[config.mk]
export PLATFORM = sky130hd
export DESIGN_NAME = cache_trace_driver
export DESIGN_NICKNAME = d
export VERILOG_FILES = /design/src/rtl/cache_trace_driver_pkg.sv /design/src/rtl/cache_trace_driver_trace_store.sv /design/src/rtl/cache_trace_driver.sv
export SDC_FILE = /design/constraint.sdc
export NUM_CORES = 1
export LEC_CHECK = 0
export BUFFER_PORTS_ARGS = -buffer_cell sky130_fd_sc_hd__buf_2
export CAP_MARGIN = 0
export CORE_MARGIN = 5
export CORE_UTILIZATION = 45
export DETAILED_ROUTE_END_ITERATION = 10
export GPL_TIMING_DRIVEN = 0
export HOLD_SLACK_MARGIN = 0.1
export MAX_ROUTING_LAYER = met4
export PLACE_DENSITY = 0.66
export SLEW_MARGIN = 20
export SYNTH_ARGS = -nofsm -noshare
export SYNTH_HDL_FRONTEND = slang
export SYNTH_SLANG_ARGS = --single-unit
[constraint.sdc]
create_clock -name clock -period 4.78 [get_ports clock]
set_input_delay 0.956 -clock clock [delete_from_list [all_inputs] [get_ports clock]]
set_output_delay 0.956 -clock clock [all_outputs]
set_load 0.01 [all_outputs]
[src/rtl/cache_trace_driver_pkg.sv]
// Shared types and default widths for the cache trace driver and its trace store.
// The optional read-data checker is enabled by defining CACHE_TRACE_DRIVER_CHECK_EN.
package cache_trace_driver_pkg;

    // Default widths match the memory system the driver is attached to.
    localparam int MEM_ADDR_SIZE = 8;
    localparam int WORD_SIZE_BIT = 32;

    typedef enum logic [1:0] {
        IDLE  = 2'd0,
        ISSUE = 2'd1,
        DONE  = 2'd2
    } state_t;

    // Layout of one trace entry at the default widths; the top rebuilds the
    // same layout from its own parameters so other widths work too.
    typedef struct packed {
        logic                     rd;
        logic [MEM_ADDR_SIZE-1:0] addr;
        logic [WORD_SIZE_BIT-1:0] data;
    } trace_entry_t;

    // Index width that stays at least one bit wide for a single-entry trace.
    function automatic int idx_width(input int depth);
        return (depth > 1) ? $clog2(depth) : 1;
    endfunction

endpackage

[src/rtl/cache_trace_driver_trace_store.sv]
// Trace storage: DEPTH-entry register file, one write port, one asynchronous
// read port. Deliberately not reset so a programmed trace survives a reset.
module cache_trace_driver_trace_store #(
    parameter int DEPTH = 16,
    parameter int WIDTH = 41,
    parameter int IDX_W = 4
) (
    input  logic             clock,
    input  logic             we,
    input  logic [IDX_W-1:0] wr_idx,
    input  logic [WIDTH-1:0] wr_data,
    input  logic [IDX_W-1:0] rd_idx,
    output logic [WIDTH-1:0] rd_data
);

    logic [WIDTH-1:0] mem [DEPTH];

    // Single write port; the caller already filtered out-of-range indices.
    always_ff @(posedge clock) begin
        if (we) begin
            mem[wr_idx] <= wr_data;
        end
    end

    assign rd_data = mem[rd_idx];

endmodule

[src/rtl/cache_trace_driver.sv]
// Cache trace driver: replays a programmable list of read/write requests to a
// cache, one at a time, advancing on hit, with per-request timeout and stats.
// Define CACHE_TRACE_DRIVER_CHECK_EN to add read-data checking (mismatch ports).
module cache_trace_driver
    import cache_trace_driver_pkg::*;
#(
    parameter int ADDR_W  = MEM_ADDR_SIZE,
    parameter int DATA_W  = WORD_SIZE_BIT,
    parameter int DEPTH   = 16,
    parameter int TIMEOUT = 64,
    parameter int STAT_W  = 16,
    localparam int IDX_W  = idx_width(DEPTH),
    localparam int CNT_W  = $clog2(DEPTH + 1)
) (
    input  logic              clock,
    input  logic              reset,
    input  logic              prog_we,
    input  logic [IDX_W-1:0]  prog_idx,
    input  logic              prog_rd,
    input  logic [ADDR_W-1:0] prog_addr,
    input  logic [DATA_W-1:0] prog_data,
    input  logic [CNT_W-1:0]  num_ops,
    input  logic              start,
    input  logic [DATA_W-1:0] rData,
    input  logic              hit,
    output logic [ADDR_W-1:0] Address,
    output logic [DATA_W-1:0] Write_Data,
    output logic              read,
    output logic              write,
    output logic              busy,
    output logic              finish,
    output logic              timeout,
    output logic [STAT_W-1:0] stall_cycles,
    output logic [STAT_W-1:0] done_ops
`ifdef CACHE_TRACE_DRIVER_CHECK_EN
    ,
    output logic [STAT_W-1:0] mismatch_cnt,
    output logic              mismatch
`endif
);

    localparam int WAIT_W  = (TIMEOUT > 1) ? $clog2(TIMEOUT) : 1;
    localparam int TO_LAST = (TIMEOUT > 0) ? TIMEOUT - 1 : 0;

    typedef struct packed {
        logic              rd;
        logic [ADDR_W-1:0] addr;
        logic [DATA_W-1:0] data;
    } entry_t;

    state_t            state;
    state_t            state_next;
    logic [IDX_W-1:0]  index;
    logic [CNT_W-1:0]  ops_len;
    logic [WAIT_W-1:0] wait_cnt;
    entry_t            wr_entry;
    entry_t            cur;
    logic              store_we;
    logic              start_ok;
    logic              last_op;
    logic              timeout_now;
    logic [CNT_W-1:0]  num_clamped;

    assign start_ok    = start && (state != ISSUE);
    assign store_we    = prog_we && (state != ISSUE) && (32'(prog_idx) < DEPTH);
    assign last_op     = (CNT_W'(index) + CNT_W'(1)) == ops_len;
    assign timeout_now = (TIMEOUT > 0) && (wait_cnt == WAIT_W'(TO_LAST));
    assign num_clamped = (32'(num_ops) > DEPTH) ? CNT_W'(DEPTH) : num_ops;
    assign wr_entry    = '{rd: prog_rd, addr: prog_addr, data: prog_data};

    cache_trace_driver_trace_store #(
        .DEPTH (DEPTH),
        .WIDTH ($bits(entry_t)),
        .IDX_W (IDX_W)
    ) u_store (
        .clock   (clock),
        .we      (store_we),
        .wr_idx  (prog_idx),
        .wr_data (wr_entry),
        .rd_idx  (index),
        .rd_data (cur)
    );

    // State register; reset aborts any replay immediately.
    always_ff @(posedge clock) begin
        if (!reset) begin
            state <= IDLE;
        end else begin
            state <= state_next;
        end
    end

    // Next state: a final hit beats a timeout in the same cycle.
    always_comb begin
        state_next = state;
        case (state)
            IDLE, DONE: begin
                if (start) begin
                    state_next = (num_ops == '0) ? DONE : ISSUE;
                end
            end
            ISSUE: begin
                if (hit) begin
                    if (last_op) begin
                        state_next = DONE;
                    end
                end else if (timeout_now) begin
                    state_next = DONE;
                end
            end
            default: state_next = IDLE;
        endcase
    end

    // Request outputs come straight from the current entry while issuing.
    always_comb begin
        busy       = 1'b0;
        finish     = 1'b0;
        read       = 1'b0;
        write      = 1'b0;
        Address    = '0;
        Write_Data = '0;
        case (state)
            ISSUE: begin
                busy       = 1'b1;
                read       = cur.rd;
                write      = ~cur.rd;
                Address    = cur.addr;
                Write_Data = cur.data;
            end
            DONE:    finish = 1'b1;
            default: ;
        endcase
    end

    // Replay index, op count, wait counter and run statistics.
    always_ff @(posedge clock) begin
        if (!reset) begin
            index        <= '0;
            ops_len      <= '0;
            wait_cnt     <= '0;
            stall_cycles <= '0;
            done_ops     <= '0;
            timeout      <= 1'b0;
        end else if (start_ok) begin
            index        <= '0;
            ops_len      <= num_clamped;
            wait_cnt     <= '0;
            stall_cycles <= '0;
            done_ops     <= '0;
            timeout      <= 1'b0;
        end else if (state == ISSUE) begin
            if (hit) begin
                wait_cnt <= '0;
                if (done_ops != {STAT_W{1'b1}}) begin
                    done_ops <= done_ops + STAT_W'(1);
                end
                if (!last_op) begin
                    index <= index + IDX_W'(1);
                end
            end else begin
                if (stall_cycles != {STAT_W{1'b1}}) begin
                    stall_cycles <= stall_cycles + STAT_W'(1);
                end
                if (timeout_now) begin
                    timeout <= 1'b1;
                end else begin
                    wait_cnt <= wait_cnt + WAIT_W'(1);
                end
            end
        end
    end

`ifdef CACHE_TRACE_DRIVER_CHECK_EN
    // Compare returned read data against the stored expectation on each read hit.
    always_ff @(posedge clock) begin
        if (!reset) begin
            mismatch_cnt <= '0;
            mismatch     <= 1'b0;
        end else if (start_ok) begin
            mismatch_cnt <= '0;
            mismatch     <= 1'b0;
        end else begin
            mismatch <= 1'b0;
            if ((state == ISSUE) && hit && cur.rd && (rData != cur.data)) begin
                mismatch <= 1'b1;
                if (mismatch_cnt != {STAT_W{1'b1}}) begin
                    mismatch_cnt <= mismatch_cnt + STAT_W'(1);
                end
            end
        end
    end
`else
    logic unused_rdata;
    assign unused_rdata = ^rData;
`endif

endmodule

# After elaboration in Yosys (flattened, before gate mapping)
# Memory sizes are Yosys's and may differ from the RTL's. A register that Yosys moved wholly into a read port is not among the register bits.
# Cells that the tools add are included.
# W data, S select, Z words.
# word_totals
register_bits,50
ramBits,656
inputBits,87
out_inout_bits,77
elab_cells,60
mem_count,1
# memory_table
memory,depth,width,rd,rd_clocked_by_memory_dff,write_ports,line,text
u_store.mem,16,41,1,1,1,cache_trace_driver_trace_store.sv:16,logic [WIDTH-1:0] mem [DEPTH];
# classes
addsub,5
magnitude_cmp,1
n_eq_ne,11
n_mux,19
bitwise,4
reduce_logical,12
# op_table
cell,count
$add A16 B1 Y16 const B,2
$mux W32,1
$ne A16 B16 Y1 const B,2
$reduce_and A3 Y1,5
$mux W6,2
$mux W2,5
$mux W4,2
$mux W8,1
$add A6 B1 Y6 const B,1
$eq A6 B6 Y1 const B,1
$mux W1,6
$ne A3 B3 Y1 const B,2
$add A4 B1 Y5 const B,1
$eq A5 B5 Y1,1
$gt A5 B5 Y1 const B,1
$logic_not A5 Y1,1
$mux W5,1
$add A4 B1 Y4 const B,1
$ne A2 B2 Y1 const B,2
$not A1 Y1,4
$pmux W2 S2,1
$reduce_or A2 Y1,2
$eq A2 B1 Y1 const B,1
$eq A2 B2 Y1 const B,1
4 further kinds,5

# Longest topological paths before layout
# Gate-level depths: netlist of the first run.
# logic_depth
ltp_word,6
ltp_mapped,7
ltp_nobuf,6

# Hierarchy
# From an unflattened synthesis of the first run, not the netlist that was laid out.
# unflattened
hier_cells,1371
hier_area_um2,27408.8
# modules_own_cells
module,n_inst,cells_each,area_each_um2
cache_trace_driver_trace_store,1,1025,24548.5
cache_trace_driver,1,346,2860.2

# Least setup slack after synthesis of the first run
# No wires, ideal clock.
# synth_timing
path_type,in2reg
startpoint,input port prog_idx[1]
endpoint,"memory u_store.mem[0][0], enable pin"
setup_time_ns,0.491
arrival_ns,4.200
required_time_ns,4.289
slack_ns,0.089
path_stages,2
n_path_buf,0
path_cell_list,or3_1 nor3_1
# synth_rtl
item,line,text
"start, declared",cache_trace_driver.sv:18,"input logic [IDX_W-1:0] prog_idx,"
"end, declared",cache_trace_driver_trace_store.sv:16,
# No word-level cell before the write port.

==> impl_results.md, run 1 <==
- Unique masters post-synth: 53
- Max-slew violations: 0
- Routed Antenna Nets: 0
- Routed wl met2: 31.40 mm
- Crit-path cells: buf_2 -> buf_2 -> buf_1 -> mux4_2 -> mux4_2 -> and2_1 -> buf_2
- Dpl ws: 1.046 ns
- Port bufs: 130
- CTS tree: built
- Ranking of synthesized cells by area: edfxtp_1 (71%), mux4_2 (12%), mux4_1 (5.1%)
- Worst-margin pin slew: 0.9975 ns
- Fmax: 230.3 MHz
- Post-DP HPWL: 40.66 mm
- Tmin final: 4.343 ns
- First-pass GRT wire length: 93.57 mm
- Outcome: finished, final reports clean
- DR top layer: met4
- Final Setup Violations: 0
- Avg Cell Area, Syn: 21.68 sq um
- Synth Flop Type: edfxtp_1
- Highest cell delay on the worst timing path: 0.76 ns
- Yosys top cell area share: 0.7088
- Total power: 13.88 mW
- Grt total ovfl: 0
- All-Layer GR Usage: 0.1959
- Mapped Cells: 1282
- Synth warnings: 0
- Critical Path Start Type: flip-flop
- Vias: 13810
- Die ar.: 66830 sq um
- Worst slew margin: 0.3350
- Critical path's slowest cell: buf_1
- Biggest area consumer among synthesized cells: edfxtp_1
- Die width: 258.5 um
- Placer congestion estimate: 0.8418
- CTS Buffer Depth: 3
- 1st-pass router iterations: 5
- Worst Clk Skew: 0.03255 ns
- Filler cells: 4665
- Worst-path clk slew: 0.06 ns
- Commonest non-fill, non-tap cells in the layout: edfxtp_1 (656), mux4_2 (151), buf_2 (141)
- Routed WL per cell: 26.61 um
- Async set-reset flop share out of synthesis: 0
- Post-CTS sizing: 0
- Number of global-route vias before repair: 14250
- Met3 wire len: 4.870 mm
- Leakage: 10.53 nW
- H-tree depth: 3
- Hold WC Path Type: reg -> reg
- Worst setup margin: 0.4372 ns
- CP Class: reg -> out
- CP Data Arrival Time: 3.39 ns
- Hold Fails Final Rpt: 0
- I/O Pins: 164
- EDFF count, synth: 656
- Max Cap Viol: 0
- Largest net degree at the start of global routing: 18
- Commonest non-fill, non-tap cell in the layout: edfxtp_1
- Register area share after synthesis: 0.7477
- # DRC: 0
- Antenna violations before repair: 6
- Final period utilization: 0.9085
- Layout cells sized above 1: 0.3061
- Synthesized area: 27790 sq um
- Hold-fix buffer count after cts: 0
- Area growth syn-to-layout: 18.63%
- Die H: 258.5 um
- Row cnt: 91
- Cell mode on critical path: buf_2
- Postcts setup bufs: 0
- Worst Path Required: 3.82 ns
- Starting Density: 0.4520
- CTS Sinks: 710
- Clk root buf: clkbuf_16
- Crit-path max FO: 10
- # nets final: 1636
- Met1 WL: 26.56 mm
- Post-Syn Nets: 1373
- CP endpoint kind: output port
- Synth Register Bits: 710
- DR vias/cell: 5.751
- Clock latency on the worst-skew pair: 0.61 ns
- WL final: 63.90 mm
- Core Area: 61480 sq um
- CTS Buf Count: 74
- Max VDD drop: 433.5 uV
- Pwr dens: 421.1 nW/um^2
- Initial detailed-routing violation count: 1495
- Unrepaired setup endpoints after global routing: no
## where the power goes
group / internal [mW] / leakage, nW / switching, mW / total (mW)
logic: 0.534 / 3.01 / 0.749 / 1.28
registers: 6.92 / 6.35 / 0.0459 / 6.96
clock network: 3.24 / 1.16 / 2.40 / 5.64
total: 10.7 / 10.5 / 3.19 / 13.9
## final cells by class
cell class                 count  area, sq um  share of cell area
antenna                       10        25.02           0.0007590
buffer                        61        340.3             0.01032
clock buffer                  87         1922             0.05829
clock inverter                45        489.2             0.01484
inverter                       5        18.77           0.0005693
multi-input combinational    506         6763              0.2051
sequential                   710        20780              0.6303
tap                          790        988.4             0.02998
timing repair buffer         187         1643             0.04983
## sequential cells by signal, indices dropped and copies added (netlist names), named ones only
| name | flops |
|---|---|
| state | 2 |
| wait_cnt | 6 |
| index | 4 |
| stall_cycles | 16 |
| timeout | 1 |
| done_ops | 16 |
| u_store.mem | 656 |
| ops_len | 5 |
## stage by stage
stage                     instances  setup TNS (ns)  hold slack, ns  area [sq um]  utilization
after floorplan                1282               0          0.4519         27790            -
after global placement         2202        -1122.53          0.4787         29430       0.4787
after detailed placement       2259               0          0.4887         30530       0.4966
after CTS                      2391               0          0.5023         32940       0.5358
after global routing           2399               0          0.5391         32960       0.5361
final                          2401               0          0.5093         32970       0.5362
## cell families after synthesis
kind of cell / Yosys count / synth area share
multiplexers: 210 / 0.1753
buffers and inverters: 66 / 0.01292
adder cells (fa/ha/maj): 4 / 0.001801
flip-flops: 710 / 0.7477
XOR/XNOR: 29 / 0.009139
AND/OR/NAND/NOR: 205 / 0.03953
AO/OA/AOI/OAI: 58 / 0.01364
## Yosys cell counts, drive strengths merged, types with 2 or more instances
cell type and n:
dfxtp 54, o31ai 3, or2 2, and4 4, o211ai 3, nand2 25
nor3 15, a2111oi 3, a21oi 20, nand2b 4, xnor2 23, nand4 10
nor2b 5, mux2i 4, nor2 52, a41oi 2, nor4 4, o21ai 12
nand3 12, xor2 6, ha 4, or3 8, mux4 205, or4 4
and3 4, clkbuf 26, inv 5, nand3b 5, buf 35, nor3b 5
edfxtp 656, and2 43, a31oi 3, a211oi 3
## worst max-delay path, delay by kind of cell (launching register included)
family,cells,cell delay (ns)
AND/OR/NAND/NOR,1,0.20
buffers and inverters,4,1.38
flip-flops,1,0.31
multiplexers,2,0.92
## worst paths after layout
kind              cells after the start                     from                            to  slack (ns)
setup reg to reg                      8    state[1]$_SDFFE_PN0P_  u_store.mem[3][21]$_DFFE_PP_        1.42
setup / recovery                      7                flip-flop                    Address[7]        0.44
hold / removal                        2  ops_len[4]$_SDFFE_PN0P_       ops_len[4]$_SDFFE_PN0P_        0.51
hold reg to reg                       2  ops_len[4]$_SDFFE_PN0P_       ops_len[4]$_SDFFE_PN0P_        0.51
## routing by layer
metal | up-vias | global-route usage
met5 | - | -
met4 | 0 | 0.04382
met3 | 78 | 0.04832
met2 | 554 | 0.3090
met1 | 7212 | 0.2642
li1 | 5963 | -
(Power assumes the default switching activity.)
==> run 2, diff against run 1 <==
BUFFER_PORTS_ARGS = -buffer_cell sky130_fd_sc_hd__clkbuf_2   (was -buffer_cell sky130_fd_sc_hd__buf_2)
==> run 2 against run 1 <==
Critical endpoint is now Write_Data[8]. Clock power grew 2%. Combinational power barely moved. Maximum frequency down 0.36%. Largest power group unchanged. Sequential share of layout area rose by 0.26 points. Non-clock buffer count down 6. Clock skew up 0.0063 ns. Sequential power barely moved. Utilization fell by 0.22 points. Cell area down 0.41%. Clock-buffer cell count rose by 3. Via count increased by 0.67%.
==> impl_results.md, run 2 (same netlist as run 1, synthesis figures left out) <==
- Outcome: finished, final reports clean
- Routed WL per cell: 27.03 um (+1.5%)
- CTS Sinks: 710 (unchanged)
- Leakage: 10.42 nW (-1.0%)
- Worst slew margin: 0.3195 (-0.01550)
- First-pass GRT wire length: 94.12 mm (+0.58%)
- Tmin final: 4.359 ns (+0.01585 ns)
- All-Layer GR Usage: 0.1979 (+0.002008)
- Register with the most flip-flops: u_store.mem
- Vias: 13900 (+0.67%)
- Placer congestion estimate: 0.8393 (-0.30%)
- Crit-path max FO: 10 (unchanged)
- Multi-input gate area: 6763 sq um (unchanged)
- Storage cell area: 20780 sq um (unchanged)
- # DRC: 0 (unchanged)
- Max-slew violations: 0 (unchanged)
- CTS Buffer Depth: 3 (unchanged)
- DR vias/cell: 5.813 (+1.1%)
- Fmax: 229.4 MHz (-0.36%)
- Commonest non-fill, non-tap cells in the layout: edfxtp_1 (656), mux4_2 (151), clkbuf_2 (130)
- WL final: 64.62 mm (+1.1%)
- Die ar.: 66830 sq um (unchanged)
- Pwr dens: 425.9 nW/um^2 (+1.1%)
- Clk root buf: clkbuf_16
- 1st-pass router iterations: 5 (unchanged)
- HP Start: timeout$_SDFFE_PP0P_
- Worst Clk Skew: 0.03884 ns (+0.006290 ns)
- Core Area: 61480 sq um (unchanged)
- CTS Buf Count: 73 (-1.4%)
- Starting Density: 0.4520 (unchanged)
- Row cnt: 91 (unchanged)
- Port bufs: 130 (unchanged)
- Hold WC Path Type: reg -> reg
- Critical path's slowest cell: buf_1
- Placed Instances: 2253 (-0.27%)
- Worst-margin pin slew: 1.021 ns (+0.02326 ns)
- Hold-fix buffer count after cts: 0 (unchanged)
- Non-Filler Instances: 2391 (-0.42%)
- CP Class: reg -> out
- Die H: 258.5 um (unchanged)
- Area growth syn-to-layout: 18.14%
- Post-DP HPWL: 40.67 mm (about the same)
- Hold Fails Final Rpt: 0 (unchanged)
- CP Data Arrival Time: 3.40 ns (about the same)
- H-tree depth: 3 (unchanged)
- R2R Path Start: state[1]$_SDFFE_PN0P_
- Crit-path cells: buf_2 -> buf_2 -> buf_1 -> mux4_2 -> mux4_2 -> and2_1 -> clkbuf_2
- Largest registers: u_store.mem: 656 flops, done_ops: 16 flops, stall_cycles: 16 flops
- Initial detailed-routing violation count: 1441 (-3.6%)
- Max reg flops: 656 (unchanged)
- I/O Pins: 164 (unchanged)
- Highest cell delay on the worst timing path: 0.71 ns (-0.05 ns)
- # nets final: 1629 (-0.43%)
- Die width: 258.5 um (unchanged)
- Largest net degree at the start of global routing: 18 (unchanged)
- Unrepaired setup endpoints after global routing: no
- CTS tree: built
- Final period utilization: 0.9118 (+0.003316)
- Grt total ovfl: 0 (unchanged)
- Final Setup Violations: 0 (unchanged)
- Layout cells sized above 1: 0.3020 (-0.004054)
- Post-CTS sizing: 0 (unchanged)
- Max VDD drop: 355.7 uV (-18%)
- Final core occ: 0.5340 (-0.002198)
- Max Cap Viol: 0 (unchanged)
- Worst Path Required: 3.82 ns (about the same)
- Postcts setup bufs: 0 (unchanged)
- Filler cells: 4749 (+1.8%)
- Critical Path Start Type: flip-flop
- Clock latency on the worst-skew pair: 0.64 ns (+0.03 ns)
- Worst-path clk slew: 0.06 ns (about the same)
- CP endpoint kind: output port
- Commonest non-fill, non-tap cell in the layout: edfxtp_1
- Routed Antenna Nets: 0 (unchanged)
- Antenna violations before repair: 5 (-1)
- Number of global-route vias before repair: 14010 (-1.7%)
-- run 2: cell type report --
class	instances	area share
buffer	61	0.01037
inverter	5	0.0005716
antenna	5	0.0003811
clock buffer	90	0.05819
sequential	710	0.6329
tap	790	0.03010
timing repair buffer	181	0.04519
clock inverter	43	0.01635
multi-input combinational	506	0.2060
-- run 2: metrics by stage --
step / total power, mW / instance area, sq um / hold WS [ns] / setup WS [ns] / TNS [ns]
after floorplan: 7.820 / 27790 / 0.4519 / 0.08911 / 0
after global placement: 8.323 / 29430 / 0.4795 / -3.779 / -1120.08
after detailed placement: 8.386 / 30370 / 0.4864 / 1.001 / 0
after CTS: 14.12 / 32820 / 0.4989 / 0.3698 / 0
after global routing: 14.47 / 32830 / 0.5159 / 0.2841 / 0
final: 13.98 / 32830 / 0.4881 / 0.4214 / 0
-- run 2: path summary, 6_finish.rpt --
path / to / slack [ns] / depth (start not counted)
worst min register to register: timeout$_SDFFE_PP0P_ / 0.49 / 2
worst max-delay path: Write_Data[8] / 0.42 / 7
worst min-delay path: timeout$_SDFFE_PP0P_ / 0.49 / 2
worst max register to register: u_store.mem[3][26]$_DFFE_PP_ / 1.47 / 8
-- run 2: layer usage --
metal,global-route usage,vias up,part of all wire
met5,-,-,0
met1,0.2734,7294,0.42
met4,0.05150,0,0.022
met3,0.04180,100,0.072
li1,-,5942,-
met2,0.3070,564,0.49
-- run 2: critical path, delay by kind of cell, from the launching register on --
kind	cells	cell delay [ns]
buf+inv	4	1.36
flops	1	0.31
simple gates	1	0.23
mux	2	0.89
-- run 2: power breakdown --
| group | total [mW] | switching, mW | internal [mW] | leakage [nW] |
|---|---|---|---|---|
| Sequential | 6.96 | 0.0452 | 6.92 | 6.35 |
| Combinational | 1.28 | 0.753 | 0.524 | 2.89 |
| Clock | 5.75 | 2.42 | 3.33 | 1.18 |
